<file path="config.mk">
export PLATFORM = sky130hd
export DESIGN_NAME = cond_unit
export DESIGN_NICKNAME = d
export VERILOG_FILES = /design/src/rtl/cond_unit_pkg.sv /design/src/rtl/cond_unit_check.sv /design/src/rtl/cond_unit.sv
export SDC_FILE = /design/constraint.sdc
export NUM_CORES = 1
export LEC_CHECK = 0
export ABC_AREA = 1
export ABC_CLOCK_PERIOD_IN_PS = 2100
export CORE_UTILIZATION = 30
export DETAILED_ROUTE_END_ITERATION = 12
export DONT_BUFFER_PORTS = 1
export PLACE_DENSITY_LB_ADDON = 0.05
export SLEW_MARGIN = 20
export SYNTH_ARGS = -nofsm -noshare
export SYNTH_HDL_FRONTEND = slang
export SYNTH_SLANG_ARGS = --single-unit
</file>
<file path="constraint.sdc">
create_clock -name clk -period 2.1 [get_ports clk]
set_clock_uncertainty 0.2 [all_clocks]
set_input_delay 0.63 -clock clk [delete_from_list [all_inputs] [get_ports clk]]
set_output_delay 0.63 -clock clk [all_outputs]
set_load 0.01 [all_outputs]
</file>
<file path="src/rtl/cond_unit_pkg.sv">
// Shared definitions for the conditional-execution stage: ARM condition codes
// and the bit positions of N, Z, C and V inside the flag register.
package cond_unit_pkg;

    localparam logic [3:0] COND_EQ = 4'b0000;
    localparam logic [3:0] COND_NE = 4'b0001;
    localparam logic [3:0] COND_CS = 4'b0010;
    localparam logic [3:0] COND_CC = 4'b0011;
    localparam logic [3:0] COND_MI = 4'b0100;
    localparam logic [3:0] COND_PL = 4'b0101;
    localparam logic [3:0] COND_VS = 4'b0110;
    localparam logic [3:0] COND_VC = 4'b0111;
    localparam logic [3:0] COND_HI = 4'b1000;
    localparam logic [3:0] COND_LS = 4'b1001;
    localparam logic [3:0] COND_GE = 4'b1010;
    localparam logic [3:0] COND_LT = 4'b1011;
    localparam logic [3:0] COND_GT = 4'b1100;
    localparam logic [3:0] COND_LE = 4'b1101;
    localparam logic [3:0] COND_AL = 4'b1110;
    localparam logic [3:0] COND_NV = 4'b1111;

    localparam int FLAG_N = 3;
    localparam int FLAG_Z = 2;
    localparam int FLAG_C = 1;
    localparam int FLAG_V = 0;

    typedef logic [3:0] nzcv_t;

endpackage

</file>
<file path="src/rtl/cond_unit_check.sv">
// Purely combinational condition evaluator: maps the 4-bit condition field and
// the registered NZCV flags to a single pass/fail bit.
module cond_check
    import cond_unit_pkg::*;
#(
    parameter int NV_EXECUTES = 0
) (
    input  logic [3:0] Cond,
    input  nzcv_t      Flags,
    output logic       CondEx
);

    logic n;
    logic z;
    logic c;
    logic v;

    assign n = Flags[FLAG_N];
    assign z = Flags[FLAG_Z];
    assign c = Flags[FLAG_C];
    assign v = Flags[FLAG_V];

    always_comb begin
        CondEx = 1'b0;
        case (Cond)
            COND_EQ: CondEx = z;
            COND_NE: CondEx = ~z;
            COND_CS: CondEx = c;
            COND_CC: CondEx = ~c;
            COND_MI: CondEx = n;
            COND_PL: CondEx = ~n;
            COND_VS: CondEx = v;
            COND_VC: CondEx = ~v;
            COND_HI: CondEx = c & ~z;
            COND_LS: CondEx = ~c | z;
            COND_GE: CondEx = (n == v);
            COND_LT: CondEx = (n != v);
            COND_GT: CondEx = ~z & (n == v);
            COND_LE: CondEx = z | (n != v);
            COND_AL: CondEx = 1'b1;
            COND_NV: CondEx = (NV_EXECUTES != 0);
            default: CondEx = 1'b0;
        endcase
    end

endmodule

</file>
<file path="src/rtl/cond_unit.sv">
// Conditional-execution stage: holds NZCV, evaluates the condition field and
// gates the control FSM's raw strobes into the committed datapath enables.
module cond_unit
    import cond_unit_pkg::*;
#(
    parameter int NV_EXECUTES = 0
) (
    input  logic       clk,
    input  logic       reset,
    input  logic [3:0] Cond,
    input  logic [3:0] ALUFlags,
    input  logic [1:0] FlagW,
    input  logic       PCS,
    input  logic       NextPC,
    input  logic       RegW,
    input  logic       MemW,
    output logic       PCWrite,
    output logic       RegWrite,
    output logic       MemWrite,
    output logic       CondEx,
    output logic [3:0] Flags
);

    nzcv_t      flags_p1;
    logic       cond_ex_p1;
    logic [1:0] flag_write;

    cond_check #(
        .NV_EXECUTES(NV_EXECUTES)
    ) u_cond_check (
        .Cond  (Cond),
        .Flags (flags_p1),
        .CondEx(CondEx)
    );

    // Flag updates are gated by this cycle's condition, evaluated on the old flags.
    assign flag_write = FlagW & {2{CondEx}};

    // ---- stage p1: architectural flags and delayed condition pass ----
    always_ff @(posedge clk or posedge reset) begin
        if (reset) begin
            flags_p1 <= '0;
        end else begin
            if (flag_write[1]) begin
                flags_p1[FLAG_N] <= ALUFlags[FLAG_N];
                flags_p1[FLAG_Z] <= ALUFlags[FLAG_Z];
            end
            if (flag_write[0]) begin
                flags_p1[FLAG_C] <= ALUFlags[FLAG_C];
                flags_p1[FLAG_V] <= ALUFlags[FLAG_V];
            end
        end
    end

    // A multi-state instruction commits on the condition seen before its own flag write.
    always_ff @(posedge clk or posedge reset) begin
        if (reset) begin
            cond_ex_p1 <= 1'b0;
        end else begin
            cond_ex_p1 <= CondEx;
        end
    end

    assign PCWrite  = NextPC | (PCS & cond_ex_p1);
    assign RegWrite = RegW & cond_ex_p1;
    assign MemWrite = MemW & cond_ex_p1;
    assign Flags    = flags_p1;

endmodule

</file>
* Yosys cells after proc, flatten, opt, wreduce, memory -nomap -nowiden
Cells that the tools add are included.
Word-level totals: register bits after elaboration 5, input bits 16, output and inout bits 8, word-level logic and storage cells 35
Cells by class: eq/ne operators 17, muxes and demuxes 1, bitwise operators 13, reduce and logical (&&, ||, !) cells 1
Operators with widths (number):
- $eq 4x4->1 const B | 8
- $eq 4x3->1 const B | 4
- $pmux 1 s16 | 1
- $eq 4x2->1 const B | 2
- $and 1x1->1 | 5
- $eq 4x1->1 const B | 1
- $logic_not 4->1 | 1
- $not 1->1 | 4
- $or 1x1->1 | 3
- $and 2x2->2 | 1
- $eq 1x1->1 | 1
- $ne 1x1->1 | 1

* Logic depth before layout (Yosys ltp)
Gate-level depths: netlist of run 1.
depth in word-level cells 4, gate-level depth with buffers 13, mapped depth without buffers 13

* By module
From an unflattened synthesis of run 1, not the netlist that was laid out.
Second synthesis, totals: cells, all modules 72, area total of the unflattened synthesis 417.9 µm²
Modules (own cells, without submodules):
- cond_unit | instances 1, cells each 27, area each 212.7 µm², sequential area each 125.1 µm²
- cond_check | instances 1, cells each 45, area each 205.2 µm², sequential area each 0.0 µm²

* Worst setup path before layout of run 1
OpenSTA, ideal clock, no wires.
path type input port to output port, start in Cond[0], end out CondEx, data arrival time 1.279 ns, required time 1.270 ns, setup slack -0.009 ns, stages 9, path buffers 0, path through nor2_1 -> nand3_1 -> nand2_1 -> inv_1 -> nand2_1 -> nand2_1 -> nand3_2 -> nand2_2 -> nand3_4
Between the ends: cells in the longest elaborated chain, start to end 2, elaborated cells on any way between the ends 17, classes of those cells eq/ne (15); mux (1); reduce/logical (1)
Ends and longest elaborated chain:
- start, declared | RTL line cond_unit.sv:10 | input logic [3:0] Cond,
- $eq 4x4->1 (tied with other cells) | RTL line cond_unit_check.sv:25 | case (Cond)
- $pmux 1 s16 * | RTL line cond_unit_check.sv:25
- end, declared | RTL line cond_unit.sv:20 | output logic CondEx,
Every way passes the cells marked *; elsewhere a longest branch is shown, timed or not.

* Worst setup path after layout of run 1
start reg flags_p1[3], in the netlist Flags[3], end out CondEx
Between the ends: cells in the longest elaborated chain, start to end 3, elaborated cells on any way between the ends 6, classes of those cells eq/ne (2); mux (1); bitwise (3)
Ends and longest elaborated chain:
- start, declared | RTL line cond_unit.sv:24 | nzcv_t flags_p1;
- start signal, assigned by index | RTL line cond_unit.sv:45 | flags_p1[FLAG_N] <= ALUFlags[FLAG_N];
- start signal, assigned by index | RTL line cond_unit.sv:46 | flags_p1[FLAG_Z] <= ALUFlags[FLAG_Z];
- start signal, assigned by index | RTL line cond_unit.sv:49 | flags_p1[FLAG_C] <= ALUFlags[FLAG_C];
- $ne 1x1->1 / $eq 1x1->1 (equally long branches)
- $or 1x1->1 / $and 1x1->1 (equally long branches) | RTL line cond_unit_check.sv:39, cond_unit_check.sv:38
- $pmux 1 s16 * | RTL line cond_unit_check.sv:25
Marks and branches as above.

==> summary.md, run 1 <==
| Metric | Value |
|---|---|
| Die W | `between 40 and 50 um` |
| Critical Path Fanout Max | `3` |
| Area Growth Syn to Fin | `21.7%` |
| Total negative setup slack | `-0.0439 ns` |
| Sequential cell area fraction in the yosys report | `between 20% and 30%` |
| Final Util | `between 40 and 50%` |
| # clock sinks | `5` |
| Failing checks | `negative setup slack` |
| Outcome | `complete, but fails checks` |
| PwrDens | `1260 mW/mm^2` |
| PnR worst setup slack | `-0.0439 ns` |
| Std cell rows | `13` |
| Initial core utilization | `32.9%` |
| Total Routed Length | `roughly 970 um` |
| Die ar. | `0.00162 mm^2` |
| Hold WC Path Type | `input pin to register` |
| Dpl cells | `89` |
| Place WS | `-0.0230 ns` |
| Max_cap viols | `0` |
| # Post-CTS Setup Buffers | `0` |
| GRT Residual Overflow | `0` |
| Synthesized area per cell | `6.27 um^2` |
| R2r endpoint | `Flags[2]$_DFFE_PP0P_` |
| Largest net degree at the start of global routing | `8` |
| Vias in the first global route | `390` |
| Initial antenna violation count | `0` |
| TritonCTS clock tree | `done` |
| Crit Reg-Reg Startpoint | `Flags[0]$_DFFE_PP0P_` |
| Fin. max-slew vios | `0` |
| First-pass GRT wire length | `approximately 1400 um` |
| Worst EP required | `1.27 ns` |
| Design area | `~530 um^2` |
| Setup crit start | `Flags[3]$_DFFE_PP0P_` |
| Total chip power | `0.672 mW` |
| Diodes inserted | `0` |
| Die Y | `about 40 um` |
| Leading cell type in the layout, fill and taps excluded | `nand2_1` |
| Clock Tree Buf Depth | `2` |
| VDD IR max | `~0.00064 V` |
| Relative slew slack | `around 83%` |
| Routed length per instance | `10.3 um` |
| Hold path depth | `2` |
| Post-Syn Area | `439 um^2` |
| Net Count, Synth | `86` |
| Critical path class | `register to output port` |
| Crit. End Element | `output port` |
| Total Routing Usage GR | `~14%` |
| Synth warn | `0` |
| Comb pwr share | `52.1%` |
| Psw | `0.312 mW` |
| Fin Hold WS | `0.331 ns` |
| #FFs+latches synth | `5` |
| Tcrit/Tclk final | `102%` |
| FF-to-FF path depth | `13` |
| Clock slew at reported path FFs | `0.04 ns` |
| # H-tree levels | `1` |
| DRT Pass-1 Iters | `4` |
| R2r setup slk | `0.41 ns` |
| Detail Placement HPWL | `808 um` |
| Final #Nets | `96` |
| Cells after Synth | `70` |
| Clock Tree Root | `clkbuf_4` |
| # DRC | `0` |
| Final hold violations | `0` |
| Initial DRC Count | `12` |
| Unrepaired setup endpoints after global routing | `true` |
| Arr. time, crit path | `~1.3 ns` |
| Hold endpoint | `Flags[0]$_DFFE_PP0P_` |
| GP Congestion | `around 0.70` |
| PortBufs | `0` |
| Clock share of power | `16.1%` |
| Routed vias/inst | `4.83` |
| Peak Freq | `0.466 GHz` |
| Leak | `0.300 nW` |
| Synth cell types | `15` |
| Period minus WS final | `2.14 ns` |
| Flop pwr share | `31.8%` |
| Placed cell area | `490 um^2` |
| DRT antenna net count | `0` |
| CTS buffer count | `3` |
| Worst-margin pin slew | `0.256 ns` |
| Net Sw Frac | `46.5%` |
| Share of cells above drive strength 1 | `around a quarter` |
| Placeable Area | `between 0.001 and 0.0015 mm^2` |
| Later-pin clock latency in the skew report | `0.24 ns` |
| P_int | `around 0.36 mW` |
| DR vias | `454` |
| Finish-stage setup viols | `1` |
| Most frequent cells in the layout | `nand2_1, nand3_1, inv_1` |
| CP Launch Type | `register` |
| Worst Hold Launch | `FlagW[0]` |
| I/O pins | `24` |
| Final non-filler cell total | `94` |
## registers in the layout (all words and copies together), names as in the netlist
signal,flops
Flags,4
cond_ex_p1,1
## cell usage after synthesis
master,n,share of area (%)
nand2_1,24,21
nand3_1,11,13
inv_1,9,7.7
dfrtp_1,5,28
nand2_2,5,7.1
nor2_1,4,3.4
inv_2,2,1.7
o211ai_1,2,3.4
o21ai_1,2,2.3
a21o_1,1,1.7
a21oi_1,1,1.1
nand3_2,1,2.3
nand3_4,1,4.0
nor2_4,1,2.6
o21ai_0,1,1.1
## logic make-up (layout without fill, tap and decap cells)
family                 count (synthesis)  in the layout  share of synthesized area (%)
AND/OR/NAND/NOR                       47             47                           52.4
buffers and inverters                 11             20                           9.40
AO/OA/AOI/OAI                          7              7                           9.68
flip-flops                             5              5                           28.5
## repair_timing
action,4_1_cts,5_1_grt
gates resized for setup,1,3
hold endpoints to repair,5,0
setup endpoints to repair,1,1
gates cloned,0,0
hold buffers,1,0
## layer usage
| metal | global-route usage, % | up-vias | part of all wire (%) |
|---|---|---|---|
| met1 | 15.4 | 195 | 47 |
| met2 | 23.4 | 19 | 45 |
| met4 | 7.50 | 0 | 1.3 |
| met3 | 5.00 | 2 | 7.0 |
| li1 | - | 238 | - |
| met5 | 0 | - | 0 |
## how the worst max path moves through the flow
stage | end | slack [ns] | cells after the start
final | CondEx | -0.04 | 9
after floorplan | CondEx | 0.03 | 6
after detailed placement | CondEx | -0.02 | 7
after CTS | CondEx | -0.06 | 8
after global placement | CondEx | -0.05 | 9
after global routing | CondEx | -0.12 | 9
## cell type report
type	instances	area, um^2
inverters	11	41.3
well taps	15	18.8
clock buffers	4	26.3
flip-flops and latches	5	126
fillers	163	800
multi-input cells	54	278
repair buffers	5	43.8
## worst max-delay path, stage by stage (launching register included)
cell and delay [ns]:
dfrtp_1 0.41, buf_6 0.14, nand2_1 0.06, nand3_1 0.07
nand2_1 0.07, nand2_1 0.05, nand2_1 0.06, nand3_2 0.07
nand2_2 0.08, nand3_4 0.08
## power by group through the flow
stage                     clock network (mW)  logic [mW]  registers, mW
final                                  0.108       0.350          0.213
after global routing                   0.120       0.395          0.223
after CTS                              0.114       0.347          0.207
after detailed placement                   0       0.344          0.206
after global placement                     0       0.350          0.206
after floorplan                            0       0.240          0.211
(Power assumes the default switching activity.)
==> inputs of run 2 (changes only) <==
ABC_AREA = 0   (was 1)
==> run 2 against run 1 <==
  * The flow still finishes with violations (negative setup slack)
  * Routed wire length increased by 17%
  * Die area shrank 3.0%
  * Global-route usage grew 2.5 points
  * Critical path type unchanged
  * Critical endpoint unchanged
  * Largest cell class unchanged
==> summary.md, run 2 <==
| Metric | Value |
|---|---|
| Outcome | `complete, but fails checks` |
| Failing checks | `negative setup slack` |
| Worst Hold Launch | `ALUFlags[1]` |
| Peak Freq | `0.417 GHz` |
| Final Util | `44.8%` |
| Hold endpoint | `Flags[1]$_DFFE_PP0P_` |
| Top sig layer | `met3` |
| Place WS | `-0.177 ns` |
| PnR worst setup slack | `-0.295 ns` |
| Max reg flops | `4` |
| Initial core utilization | `between 30% and 40%` |
| Leading cell type in the layout, fill and taps excluded | `buf_4` |
| CP Launch Type | `register` |
| Crit Reg-Reg Startpoint | `Flags[0]$_DFFE_PP0P_` |
| Routed vias/inst | `around 5.4` |
| Finish-stage setup viols | `5` |
| DRT Pass-1 Iters | `2` |
| FF-to-FF path depth | `6` |
| R2r setup slk | `-0.01 ns` |
| Net Count, Synth | `59` |
| Synth Area in Adders | `0%` |
| R2r endpoint | `Flags[3]$_DFFE_PP0P_` |
| TritonCTS clock tree | `done` |
| Die W | `39.7 um` |
| Worst-margin pin slew | `0.347 ns` |
| Tcrit/Tclk final | `114%` |
| Crit. End Element | `output port` |
| DRT antenna net count | `0` |
| Die ar. | `0.00157 mm^2` |
| Total chip power | `0.583 mW` |
| Final #Nets | `70` |
| Synth cell types | `26` |
| Critical Path Fanout Max | `4` |
| Diodes inserted | `0` |
| First-pass GRT wire length | `1650 um` |
| Cells after Synth | `43` |
| Initial antenna violation count | `0` |
| Total Routed Length | `1130 um` |
| FILL cells | `132` |
| Leading area contributor after synthesis | `dfrtp_1` |
| Sequential cell area fraction in the yosys report | `29.4%` |
| Simple-gate area share of the yosys netlist | `21.8%` |
| Detail Placement HPWL | `801 um` |
| Largest net degree at the start of global routing | `12` |
| Critical path class | `register to output port` |
| VDD IR max | `0.000454 V` |
| Dominant synthesized flop cell | `dfrtp_1` |
| # DRC | `0` |
| CTS buffer count | `3` |
| Final hold violations | `0` |
| Largest family of logic cells by synthesized area | `simple AND/OR/NAND/NOR gates` |
| Post-Syn Area | `around 430 um^2` |
| Std cell rows | `13` |
| Fin. max-slew vios | `0` |
| Clock Tree Buf Depth | `2` |
| Relative slew slack | `between 70% and 80%` |
| Leak | `0.259 nW` |
| Period minus WS final | `about 2.4 ns` |
| Share of cells above drive strength 1 | `45.3%` |
| Clock slew at reported path FFs | `approximately 0.05 ns` |
| # clock sinks | `5` |
| Max_cap viols | `0` |
| Met3 WL | `88 um` |
| Hold path depth | `1` |
| GRT Residual Overflow | `0` |
| Clock Tree Root | `clkbuf_4` |
| Synthesized area per cell | `9.89 um^2` |
| Met2 Wirelength | `578 um` |
| Unrepaired setup endpoints after global routing | `true` |
| Later-pin clock latency in the skew report | `0.25 ns` |
| Vias in the first global route | `348` |
| Initial DRC Count | `6` |
| Final non-filler cell total | `between 60 and 70` |
| Die Y | `39.7 um` |
| Arr. time, crit path | `1.57 ns` |
| Met1 wire length | `around 460 um` |
| Synth cell count leaders | `dfrtp_1, nand2_1, mux2_1` |
| Synth Area in XOR/XNOR | `9.41%` |
| Hold WC Path Type | `input pin to register` |
| Dpl cells | `between 60 and 70` |
| Post-synth top area share | `a little under 30%` |
| Most frequent cells in the layout | `buf_4, nand2_1, dfrtp_1, mux2_4` |
| DR vias | `366` |
| # H-tree levels | `1` |
| Total Routing Usage GR | `16.5%` |
| Worst EP required | `~1.3 ns` |
| Post-synthesis mux area share | `15.3%` |
| Area Growth Syn to Fin | `38.8%` |
| Ys async rst share | `100%` |
| Most area-consuming cells after synthesis | `dfrtp_1, mux2_1, nand3b_1, xnor3_1, mux2i_1` |
| Routed length per instance | `16.6 um` |
| I/O pins | `24` |
| PortBufs | `0` |
| PwrDens | `988 mW/mm^2` |
| Post-synthesis compound-gate area fraction | `19.1%` |
| Placeable Area | `about 0.0013 mm^2` |
| #FFs+latches synth | `5` |
| GP Congestion | `0.695` |
| Post-synth EDFFs | `0` |
| Synth warn | `0` |
## run 2: cell types whose count changed in the layout (fill, tap and decap cells not counted), moves of 4 or more
| cell | before | now |
|---|---|---|
| nand3_1 | 11 | 1 |
| nand2_2 | 6 | 0 |
| buf_4 | 3 | 8 |
| inv_1 | 8 | 1 |
| mux2_4 | 0 | 4 |
| nand2_1 | 23 | 5 |
## run 2: what timing repair did
| item | CTS | global route |
|---|---|---|
| gates resized for setup | 7 | 4 |
| hold endpoints to repair | 5 | 0 |
| setup buffers | 1 | 1 |
| pin swaps | 4 | 4 |
| hold buffers | 1 | 0 |
| setup endpoints to repair | 5 | 5 |
## run 2: logic make-up after synthesis
kind of cell,after synthesis
AO/OA/AOI/OAI,9
XOR/XNOR,3
buffers and inverters,4
flip-flops,5
multiplexers,6
AND/OR/NAND/NOR,16
## run 2: how the worst max path moves through the flow
stage / startpoint / end / slack (ns) / depth (start not counted)
3_3_place_gp: Cond[0] / CondEx / -0.17 / 4
3_5_place_dp: Cond[0] / CondEx / -0.18 / 4
2_1_floorplan: Cond[1] / CondEx / -0.21 / 5
6_report: Flags[0]$_DFFE_PP0P_ / CondEx / -0.30 / 4
4_1_cts: Flags[3]$_DFFE_PP0P_ / CondEx / -0.29 / 4
5_1_grt: Flags[0]$_DFFE_PP0P_ / CondEx / -0.34 / 4
## run 2: worst max-delay path: stages, from the launching register on
cell and delay [ns]:
dfrtp_2 0.43, xnor3_1 0.37, nand3_1 0.08, a41o_2 0.25
a21boi_4 0.19
## run 2: cell type report
class	count	area, um^2	share of cell area, %
multi-input cells	34	345	58.5
flip-flops and latches	5	126	21.4
repair buffers	9	70.1	11.9
clock buffers	4	26.3	4.45
well taps	15	18.8	3.18
inverters	1	3.75	0.636
## run 2: routing by layer
metal | track usage (%) | vias to the layer above
li1 | - | 178
met1 | 19.4 | 169
met2 | 27.0 | 19
met3 | 9.66 | 0
met4 | 0 | 0
met5 | 0 | -
## run 2: report_power, final
part / leakage [nW] / total, mW / switching (mW) / internal [mW]
logic: 0.187 / 0.300 / 0.122 / 0.179
clock network: 0.0150 / 0.113 / 0.0415 / 0.0720
registers: 0.0572 / 0.170 / 0.0400 / 0.130
## run 2: stage by stage
step | TNS (ns) | instance area [um^2] | hold slack, ns
floorplan | -0.210 | 443 | 0.209
global placement | -0.606 | 482 | 0.227
detailed placement | -0.749 | 482 | 0.237
CTS | -0.293 | 571 | 0.312
global route | -0.512 | 591 | 0.325
finish | -0.328 | 591 | 0.330
